--- src/rtl/cpu6_trap_ctrl_if.sv ---
// Bundles the pipeline/CSR-facing signals of the cpu6 machine-mode trap controller.
// master = pipeline/CSR side, slave = trap controller.
interface cpu6_trap_ctrl_if #(
    parameter int XLEN     = 32,
    parameter int NUM_EXCP = 4,
    parameter int NUM_IRQ  = 12
);
    logic                pipe_valid;
    logic [XLEN-1:0]     excp_pc;
    logic [NUM_EXCP-1:0] excp_vec;
    logic [XLEN-1:0]     excp_tval;
    logic [NUM_IRQ-1:0]  irq_vec;
    logic [NUM_IRQ-1:0]  csr_mie;
    logic [XLEN-1:0]     csr_mtvec;
    logic [XLEN-1:0]     csr_mepc;
    logic                mret;

    logic                excp_flush_pc_ena;
    logic [XLEN-1:0]     excp_flush_pc;
    logic                excp_mepc_ena;
    logic [XLEN-1:0]     excp_mepc;
    logic                excp_mcause_ena;
    logic [XLEN-1:0]     excp_mcause;
    logic [XLEN-1:0]     excp_mtval;
    logic                mstatus_mie;
    logic                mstatus_mpie;
    logic                trap_busy;

    modport master (
        output pipe_valid, excp_pc, excp_vec, excp_tval, irq_vec, csr_mie,
               csr_mtvec, csr_mepc, mret,
        input  excp_flush_pc_ena, excp_flush_pc, excp_mepc_ena, excp_mepc,
               excp_mcause_ena, excp_mcause, excp_mtval, mstatus_mie,
               mstatus_mpie, trap_busy
    );

    modport slave (
        input  pipe_valid, excp_pc, excp_vec, excp_tval, irq_vec, csr_mie,
               csr_mtvec, csr_mepc, mret,
        output excp_flush_pc_ena, excp_flush_pc, excp_mepc_ena, excp_mepc,
               excp_mcause_ena, excp_mcause, excp_mtval, mstatus_mie,
               mstatus_mpie, trap_busy
    );
endinterface

--- src/rtl/cpu6_trap_ctrl.sv ---
// Machine-mode trap controller: prioritises exceptions/interrupts/mret, owns MIE/MPIE, redirects fetch.
// Define CPU6_TRAP_VECTORED_EN to enable vectored interrupt targets when mtvec[1:0]==2'b01.
module cpu6_trap_ctrl #(
    parameter int XLEN     = 32,
    parameter int NUM_EXCP = 4,
    parameter int NUM_IRQ  = 12
) (
    input logic             clk,
    input logic             reset,
    cpu6_trap_ctrl_if.slave bus
);

    typedef enum logic [1:0] {
        IDLE = 2'd0,
        TRAP = 2'd1,
        HOLD = 2'd2
    } state_t;

    state_t              r_state;
    state_t              w_next_state;
    logic [NUM_IRQ-1:0]  r_irq_q;
    logic                r_mie;
    logic                r_mpie;
    logic                r_flush_ena;
    logic [XLEN-1:0]     r_flush_pc;
    logic                r_mepc_ena;
    logic [XLEN-1:0]     r_mepc;
    logic                r_mcause_ena;
    logic [XLEN-1:0]     r_mcause;
    logic [XLEN-1:0]     r_mtval;

    logic [XLEN-1:0]     w_excp_code;
    logic [XLEN-1:0]     w_irq_code;
    logic [XLEN-1:0]     w_irq_cause;
    logic [XLEN-1:0]     w_base;
    logic [XLEN-1:0]     w_irq_target;
    logic                w_take_excp;
    logic                w_take_irq;
    logic                w_take_mret;

    // Winner selection and target computation; exception is lowest index, interrupt is highest.
    always_comb begin
        w_excp_code = '0;
        for (int i = NUM_EXCP - 1; i >= 0; i--) begin
            if (bus.excp_vec[i]) w_excp_code = XLEN'(i);
        end
        w_irq_code = '0;
        for (int i = 0; i < NUM_IRQ; i++) begin
            if (r_irq_q[i]) w_irq_code = XLEN'(i);
        end
        w_irq_cause            = w_irq_code;
        w_irq_cause[XLEN-1]    = 1'b1;
        w_base                 = bus.csr_mtvec & ~XLEN'(3);
`ifdef CPU6_TRAP_VECTORED_EN
        w_irq_target = (bus.csr_mtvec[1:0] == 2'b01) ? (w_base + (w_irq_code << 2)) : w_base;
`else
        w_irq_target = w_base;
`endif
    end

    // Next-state logic: only IDLE accepts requests; TRAP and HOLD step through unconditionally.
    always_comb begin
        w_next_state = r_state;
        w_take_excp  = 1'b0;
        w_take_irq   = 1'b0;
        w_take_mret  = 1'b0;
        case (r_state)
            IDLE: begin
                if (bus.pipe_valid) begin
                    if (|bus.excp_vec) begin
                        w_take_excp = 1'b1;
                    end else if ((|r_irq_q) && r_mie) begin
                        w_take_irq = 1'b1;
                    end else if (bus.mret) begin
                        w_take_mret = 1'b1;
                    end
                end
                if (w_take_excp || w_take_irq || w_take_mret) w_next_state = TRAP;
            end
            TRAP:    w_next_state = HOLD;
            HOLD:    w_next_state = IDLE;
            default: w_next_state = IDLE;
        endcase
    end

    always_ff @(posedge clk) begin
        if (reset) begin
            r_state      <= IDLE;
            r_irq_q      <= '0;
            r_mie        <= 1'b0;
            r_mpie       <= 1'b0;
            r_flush_ena  <= 1'b0;
            r_flush_pc   <= '0;
            r_mepc_ena   <= 1'b0;
            r_mepc       <= '0;
            r_mcause_ena <= 1'b0;
            r_mcause     <= '0;
            r_mtval      <= '0;
        end else begin
            r_state      <= w_next_state;
            r_irq_q      <= bus.irq_vec & bus.csr_mie;
            r_flush_ena  <= 1'b0;
            r_mepc_ena   <= 1'b0;
            r_mcause_ena <= 1'b0;
            if (w_take_excp || w_take_irq) begin
                r_flush_ena  <= 1'b1;
                r_mepc_ena   <= 1'b1;
                r_mcause_ena <= 1'b1;
                r_mepc       <= bus.excp_pc;
                r_mcause     <= w_take_excp ? w_excp_code : w_irq_cause;
                r_mtval      <= w_take_excp ? bus.excp_tval : '0;
                r_flush_pc   <= w_take_excp ? w_base : w_irq_target;
                r_mpie       <= r_mie;
                r_mie        <= 1'b0;
            end else if (w_take_mret) begin
                r_flush_ena  <= 1'b1;
                r_flush_pc   <= bus.csr_mepc;
                r_mie        <= r_mpie;
                r_mpie       <= 1'b1;
            end
        end
    end

    assign bus.excp_flush_pc_ena = r_flush_ena;
    assign bus.excp_flush_pc     = r_flush_pc;
    assign bus.excp_mepc_ena     = r_mepc_ena;
    assign bus.excp_mepc         = r_mepc;
    assign bus.excp_mcause_ena   = r_mcause_ena;
    assign bus.excp_mcause       = r_mcause;
    assign bus.excp_mtval        = r_mtval;
    assign bus.mstatus_mie       = r_mie;
    assign bus.mstatus_mpie      = r_mpie;
    assign bus.trap_busy         = (r_state != IDLE);

endmodule
--- src/flat_wrapper.sv ---
// flat-port wrapper written by rule: the top's interface ports become plain ports
module cpu6_trap_ctrl_flat 
#(
    parameter int XLEN     = 32,
    parameter int NUM_EXCP = 4,
    parameter int NUM_IRQ  = 12
)
  (clk, reset, bus_pipe_valid, bus_excp_pc, bus_excp_vec, bus_excp_tval, bus_irq_vec, bus_csr_mie, bus_csr_mtvec, bus_csr_mepc, bus_mret, bus_excp_flush_pc_ena, bus_excp_flush_pc, bus_excp_mepc_ena, bus_excp_mepc, bus_excp_mcause_ena, bus_excp_mcause, bus_excp_mtval, bus_mstatus_mie, bus_mstatus_mpie, bus_trap_busy);
  cpu6_trap_ctrl_if #(.XLEN(XLEN), .NUM_EXCP(NUM_EXCP), .NUM_IRQ(NUM_IRQ)) bus_i ();
  input logic clk;
  input logic reset;
  input wire logic [$bits(bus_i.pipe_valid)-1:0] bus_pipe_valid;
  input wire logic [$bits(bus_i.excp_pc)-1:0] bus_excp_pc;
  input wire logic [$bits(bus_i.excp_vec)-1:0] bus_excp_vec;
  input wire logic [$bits(bus_i.excp_tval)-1:0] bus_excp_tval;
  input wire logic [$bits(bus_i.irq_vec)-1:0] bus_irq_vec;
  input wire logic [$bits(bus_i.csr_mie)-1:0] bus_csr_mie;
  input wire logic [$bits(bus_i.csr_mtvec)-1:0] bus_csr_mtvec;
  input wire logic [$bits(bus_i.csr_mepc)-1:0] bus_csr_mepc;
  input wire logic [$bits(bus_i.mret)-1:0] bus_mret;
  output wire logic [$bits(bus_i.excp_flush_pc_ena)-1:0] bus_excp_flush_pc_ena;
  output wire logic [$bits(bus_i.excp_flush_pc)-1:0] bus_excp_flush_pc;
  output wire logic [$bits(bus_i.excp_mepc_ena)-1:0] bus_excp_mepc_ena;
  output wire logic [$bits(bus_i.excp_mepc)-1:0] bus_excp_mepc;
  output wire logic [$bits(bus_i.excp_mcause_ena)-1:0] bus_excp_mcause_ena;
  output wire logic [$bits(bus_i.excp_mcause)-1:0] bus_excp_mcause;
  output wire logic [$bits(bus_i.excp_mtval)-1:0] bus_excp_mtval;
  output wire logic [$bits(bus_i.mstatus_mie)-1:0] bus_mstatus_mie;
  output wire logic [$bits(bus_i.mstatus_mpie)-1:0] bus_mstatus_mpie;
  output wire logic [$bits(bus_i.trap_busy)-1:0] bus_trap_busy;
  assign bus_i.pipe_valid = bus_pipe_valid;
  assign bus_i.excp_pc = bus_excp_pc;
  assign bus_i.excp_vec = bus_excp_vec;
  assign bus_i.excp_tval = bus_excp_tval;
  assign bus_i.irq_vec = bus_irq_vec;
  assign bus_i.csr_mie = bus_csr_mie;
  assign bus_i.csr_mtvec = bus_csr_mtvec;
  assign bus_i.csr_mepc = bus_csr_mepc;
  assign bus_i.mret = bus_mret;
  assign bus_excp_flush_pc_ena = bus_i.excp_flush_pc_ena;
  assign bus_excp_flush_pc = bus_i.excp_flush_pc;
  assign bus_excp_mepc_ena = bus_i.excp_mepc_ena;
  assign bus_excp_mepc = bus_i.excp_mepc;
  assign bus_excp_mcause_ena = bus_i.excp_mcause_ena;
  assign bus_excp_mcause = bus_i.excp_mcause;
  assign bus_excp_mtval = bus_i.excp_mtval;
  assign bus_mstatus_mie = bus_i.mstatus_mie;
  assign bus_mstatus_mpie = bus_i.mstatus_mpie;
  assign bus_trap_busy = bus_i.trap_busy;
  cpu6_trap_ctrl #(.XLEN(XLEN), .NUM_EXCP(NUM_EXCP), .NUM_IRQ(NUM_IRQ)) u_core (.clk(clk), .reset(reset), .bus(bus_i));
endmodule
--- config.mk ---
export PLATFORM = sky130hd
export DESIGN_NAME = cpu6_trap_ctrl_flat
export DESIGN_NICKNAME = d
export VERILOG_FILES = /design/src/rtl/cpu6_trap_ctrl_if.sv /design/src/rtl/cpu6_trap_ctrl.sv /design/src/flat_wrapper.sv
export SDC_FILE = /design/constraint.sdc
export NUM_CORES = 1
export LEC_CHECK = 0
export CAP_MARGIN = 20
export CORE_AREA = 2 2 122 124
export CTS_CLUSTER_SIZE = 16
export DETAILED_ROUTE_END_ITERATION = 10
export DIE_AREA = 0 0 124 126
export HOLD_SLACK_MARGIN = 0.12
export PLACE_DENSITY = 0.76
export SYNTH_ARGS = -nofsm -noshare
export SYNTH_HDL_FRONTEND = slang
export SYNTH_SLANG_ARGS = --single-unit
--- constraint.sdc ---
create_clock -name clk -period 2.05 [get_ports clk]
set_input_delay 0.5125 -clock clk [delete_from_list [all_inputs] [get_ports clk]]
set_output_delay 0.5125 -clock clk [all_outputs]
set_load 0.01 [all_outputs]
### Word level (Yosys, flattened, before mapping)

Cells that the tools add are included.

| word-level totals | value |
|---|---|
| bits in registers | 146 |
| latch bits | 0 |
| RAM bits | 0 |
| memory bits (read-only) | 0 |
| bits of input ports | 160 |
| output and inout bits | 134 |
| word-level logic and storage cells | 65 |
| memories kept | 0 |

| operators by class | value |
|---|---|
| $add $sub $neg | 0 |
| multiply operators | 0 |
| divide/modulo/power cells | 0 |
| order comparisons | 0 |
| equal/unequal tests | 2 |
| shifts and indexed selects | 0 |
| mux-type cells | 41 |
| bitwise logic cells | 1 |
| reductions and logical operators | 10 |

Operators with widths:

| kind | count |
|---|---|
| 32-bit two-way mux | 7 |
| 1-bit two-way mux | 21 |
| 4-bit two-way mux | 4 |
| 12-bit bitwise AND | 1 |
| 3-bit two-way mux | 4 |
| 12-bit OR reduction | 1 |
| 2-bit two-way mux | 4 |
| 2-bit one-hot mux with 2 select lines | 1 |
| 2-bit nonzero test | 2 |
| 4-bit OR reduction | 1 |
| 1-bit logical OR | 3 |
| 2-bit by 1-bit == test with 1-bit output (second input constant) | 1 |
| 2-bit logical NOT | 1 |
| 2-bit by 1-bit inequality test with 1-bit output (second input constant) | 1 |
| 2-bit OR reduction | 1 |
| 1-bit logical AND | 1 |

### Longest topological paths before layout

| depth | value |
|---|---|
| word-level depth | 12 |
| depth in mapped cells | 8 |
| depth with buffers taken out | 5 |

### Worst setup path after synthesis

OpenSTA, ideal clock, no wires.

| path | value |
|---|---|
| path type | input -> register |
| from | in bus_excp_vec[1] |
| to | reg u_core.r_mtval[3], in the netlist u_core.bus.excp_mtval[3] |
| library setup time | 117 ps |
| arrival time | 1829 ps |
| data required time | 1933 ps |
| slack | 104 ps |
| stages | 6 |
| buffers on the path | 2 |
| cell sequence | or4_4 -> and2_4 -> nor2b_1 -> clkbuf_1 -> buf_6 -> a22o_1 |

| on the way | value |
|---|---|
| word-level cells in the longest chain between the ends | 6 |
| elaborated cells on any way between the ends | 11 |
| those cells by class | mux (9); reduce/logical (2) |

RTL lines:

| element | line | source |
|---|---|---|
| start: declaration | flat_wrapper.sv:14 | `input wire logic [$bits(bus_i.excp_vec)-1:0] bus_excp_vec;` |
| 4-bit OR reduction * | cpu6_trap_ctrl.sv:70 | `if (\|bus.excp_vec) begin` |
| 1-bit two-way mux | cpu6_trap_ctrl.sv:70 |  |
| 1-bit two-way mux | cpu6_trap_ctrl.sv:69 | `if (bus.pipe_valid) begin` |
| 1-bit two-way mux (2 in a row) | cpu6_trap_ctrl.sv:67 | `case (r_state)` |
| 32-bit two-way mux / 1-bit logical OR (equally long branches) | cpu6_trap_ctrl.sv:111, cpu6_trap_ctrl.sv:105 |  |
| end signal: assignment | cpu6_trap_ctrl.sv:111 | `r_mtval <= w_take_excp ? bus.excp_tval : '0;` |
| end: declaration | cpu6_trap_ctrl.sv:30 | `logic [XLEN-1:0] r_mtval;` |

Every way passes the cells marked *; elsewhere a longest branch is shown, timed or not. The select of a mux whose other input is x is not followed.
A chain may end at the register's enable or synchronous reset.

### Worst setup path after layout

| path | value |
|---|---|
| from | in bus_excp_vec[2] |
| to | reg u_core.r_flush_pc[22], in the netlist u_core.bus.excp_flush_pc[22] |

| on the way | value |
|---|---|
| word-level cells in the longest chain between the ends | 7 |
| elaborated cells on any way between the ends | 16 |
| those cells by class | mux (13); reduce/logical (3) |

RTL lines:

| element | line | source |
|---|---|---|
| 4-bit OR reduction * | cpu6_trap_ctrl.sv:70 |  |
| 1-bit two-way mux | cpu6_trap_ctrl.sv:70 |  |
| 1-bit two-way mux | cpu6_trap_ctrl.sv:69 |  |
| 1-bit two-way mux (2 in a row) | cpu6_trap_ctrl.sv:67 |  |
| 1-bit logical OR | cpu6_trap_ctrl.sv:105 | `if (w_take_excp \|\| w_take_irq) begin` |
| 32-bit two-way mux / 2-bit nonzero test (equally long branches) | -- |  |
| end signal: assignment | cpu6_trap_ctrl.sv:112 | `r_flush_pc <= w_take_excp ? w_base : w_irq_target;` |
| end signal: assignment | cpu6_trap_ctrl.sv:117 | `r_flush_pc <= bus.csr_mepc;` |
| end: declaration | cpu6_trap_ctrl.sv:25 | `logic [XLEN-1:0] r_flush_pc;` |

Marked as above.

==> results_dict.tcl <==
set metrics [dict create \
    gp_congestion 0.766 \
    die_w_um 124 \
    htreeDepth 4 \
    status "complete, no violations" \
    grt_use_total_pct 18.4 \
    fin_skew_ns 0.00993 \
    hp-class "register to register" \
    setup_ws_ns 0.0416 \
    finalPower_uw 6700 \
    synth-seq-cells 119 \
    syn2layout_area_growth_pct 75.4 \
    synthTopCellsByArea "dfxtp_1, nor2_1, nor4_2" \
    nNetsFinal 949 \
    use_met2_pct 32.8 \
    cts.sinks 119 \
    startpoint "bus_excp_vec[2]" \
    die_area_um2 15600 \
    nFillCells 1279 \
    worst-r2r-setup-slack_ns 0.16 \
    grt_pass1_vias 4425 \
    clockRootBuffer "clkbuf_16" \
    vias_per_cell 4.55 \
    first_pass_iters 4 \
    grt_overflow 0 \
    grt_pass1_wl_mm 22.1 \
    wirelength_mm 14.6 \
    tightestPinTransition_ns 0.505 \
    clock_path_buffers 2 \
    maxSlewHeadroom_pct 66.2 \
    finalHoldViolCount 0 \
    insertedDiodeCount 0 \
    min_period_over_period_pct 98.0 \
    leakagePower_uw 0.00320 \
    clkLatencyLatePin_ns 0.41 \
    timing.hold.ws_ns 0.439 \
    rr_endpoint "u_core.bus.excp_flush_pc[24]" \
    clock.fmax_mhz 498 \
    yosys_warnings 0 \
    rr_worst_depth 7 \
    ir_drop_v 0.000531 \
    cap_violations 0 \
    slowest_delay_ns 0.58 \
    arrival_ns 2.30 \
    portBuffers 264 \
    critPathRequiredTime_ns 2.34 \
    synth_top_area_cell "dfxtp_1" \
    cts_buffers 17 \
    dp_hpwl_mm 10.4 \
    power_density_nw_per_um2 818 \
    min_to "u_core.r_state[1]" \
    drive_gt1_share_pct 12.3 \
    dp_slack_ns -0.369 \
    syn_avg_cell_area_um2 9.05 \
    critical_path_class "primary input to register" \
    holdPathStages 1 \
    ant_nets 0 \
    drv_slew 0 \
    syn_inst 516 \
    synth.distinct_cells 37 \
    synthFlopType "dfxtp_1" \
    holdBufCountCts 0 \
    num_rows 44 \
    num_vias 4490 \
    start_util_pct 32.6 \
    finalCriticalPeriod_ns 2.01 \
    cpMaxStageDelayCell "or4_4" \
    drcViolationCount 0 \
    rsz0062_at_grt "false" \
    synthesis.area_um2 4670 \
    setup_viol 0 \
    worst_setup_path_start_kind "primary input" \
    wire_per_inst_um 14.8 \
    grt_start_max_net_pins 38 \
    synth.top_cell.area_share_pct 51.0 \
    worstSetupEndpointType "register" \
    die_y_um 126 \
    pin_count 294 \
    async_reset_ff_share_pct 0 \
    cts_tree "built" \
    cp_max_fo 33 \
    clk_pin_slew_ns 0.06 \
    hold_start "u_core.r_state[1]" \
    synth-seq-area-share_pct 51.0 \
    crit_chain "clkdlybuf4s50_1, or4_4, o31a_1, buf_12, nor2_1, nor4_2" \
    drtIter0Drc 184 \
    synth_edf_count 0 \
    grt_util_met3_pct 6.34 \
    regToRegStartpoint "u_core.r_irq_q[7]" \
    use_met1_pct 19.2 \
    placeableCoreArea_um2 14300 \
    top_usage_layer "met2" \
    antenna_found_initial 0 \
]
==> flip-flops by register name, indices dropped and copies added, names as in the netlist <==
register	cells
u_core.bus.excp_flush_pc	32
u_core.bus.excp_flush_pc_ena	1
u_core.bus.excp_mcause	5
u_core.bus.excp_mepc	32
u_core.bus.excp_mepc_ena	1
u_core.bus.excp_mtval	32
u_core.bus.mstatus_mie	1
u_core.bus.mstatus_mpie	1
u_core.r_irq_q	12
u_core.r_state	2
==> power breakdown <==
group	total (uW)	switching (uW)	internal (uW)	leakage [uW]
registers	2550	80.6	2470	0.000979
logic	1220	496	728	0.00194
clock network	2930	1100	1830	0.000279
total	6700	1680	5030	0.00320
==> cells in the final DEF (no fill, tap or decap), types with 5 or more instances in the layout <==
cell	Yosys	final
conb_1	1	27
nor4_2	30	30
buf_12	0	10
a21oi_1	34	34
nor2_1	111	111
clkbuf_16	0	18
clkdlybuf4s50_1	0	262
a22o_1	34	34
nand2_1	79	79
buf_4	31	16
dfxtp_1	119	119
nor3_1	5	5
==> worst max-delay path: cells and delay by family <==
family / cells / cell delay, ns
compound gates: 1 / 0.33
buf+inv: 2 / 0.60
simple gates: 3 / 0.85
==> cell usage after synthesis, types with 2 or more instances <==
| library cell | instances |
|---|---|
| nor2_1 | 111 |
| inv_1 | 2 |
| a21oi_1 | 34 |
| clkbuf_1 | 17 |
| buf_2 | 9 |
| buf_4 | 31 |
| o31a_1 | 2 |
| nor4_1 | 3 |
| nand3_1 | 3 |
| nor2b_1 | 5 |
| nor3_1 | 5 |
| nor3b_1 | 2 |
| nand2_1 | 79 |
| nor4_2 | 30 |
| o21ai_0 | 4 |
| a22o_1 | 34 |
| a211oi_1 | 2 |
| nand2b_1 | 2 |
| mux2i_1 | 2 |
| buf_6 | 3 |
| dfxtp_1 | 119 |
| buf_1 | 2 |
==> stage by stage <==
| stage | instance area [um^2] | setup TNS, ns | util, % | instances |
|---|---|---|---|---|
| after floorplan | 4770 | 0 | - | 542 |
| after global placement | 7550 | -27.78 | 52.8 | 951 |
| after detailed placement | 7550 | -29.36 | 52.8 | 951 |
| after CTS | 8140 | 0 | 56.9 | 983 |
| after global routing | 8190 | 0 | 57.2 | 986 |
| final | 8190 | 0 | 57.2 | 986 |
==> worst max-delay path by stage <==
| stage | slack [ns] | depth (start not counted) | to |
|---|---|---|---|
| after floorplan | 0.10 | 6 | u_core.bus.excp_mtval[3] |
| after global placement | -0.30 | 7 | u_core.bus.excp_mcause[0] |
| after detailed placement | -0.37 | 6 | u_core.bus.excp_flush_pc[22] |
| after CTS | 0.02 | 2 | bus_trap_busy |
| after global routing | 0.008 | 6 | u_core.bus.excp_flush_pc[22] |
| final | 0.04 | 6 | u_core.bus.excp_flush_pc[22] |
==> per-layer routing <==
metal  routed length [um]  vias to the layer above
met5                    0                        -
met4                  367                        0
met1                 5550                     2043
met2                 7360                      179
met3                 1300                       24
li1                     -                     2244
==> layout make-up <==
type | instances | area (um^2) | area share (%)
multi-input cells | 359 | 2000 | 24.4
repair buffers | 290 | 2980 | 36.4
flip-flops and latches | 119 | 2380 | 29.1
inverters | 2 | 7.51 | 0.0917
well taps | 184 | 230 | 2.81
clock buffers | 18 | 439 | 5.36
clock inverters | 14 | 149 | 1.82
==> cells by family (layout without fill, tap and decap cells) <==
kind of cell / count (synthesis) / after routing / share of synthesized area (%)
compound gates: 84 / 84 / 13.0
buf+inv: 64 / 324 / 8.36
flops: 119 / 119 / 51.0
mux: 2 / 2 / 0.429
other cells: 1 / 27 / 0.0803
simple gates: 246 / 246 / 27.1
==> what timing repair did <==
| action | 4_1_cts | 5_1_grt |
|---|---|---|
| gates resized for setup | 0 | 2 |
| buffers inserted | 0 | 2 |
| endpoints found under the setup margin | 0 | 3 |
(Power assumes the default switching activity.)
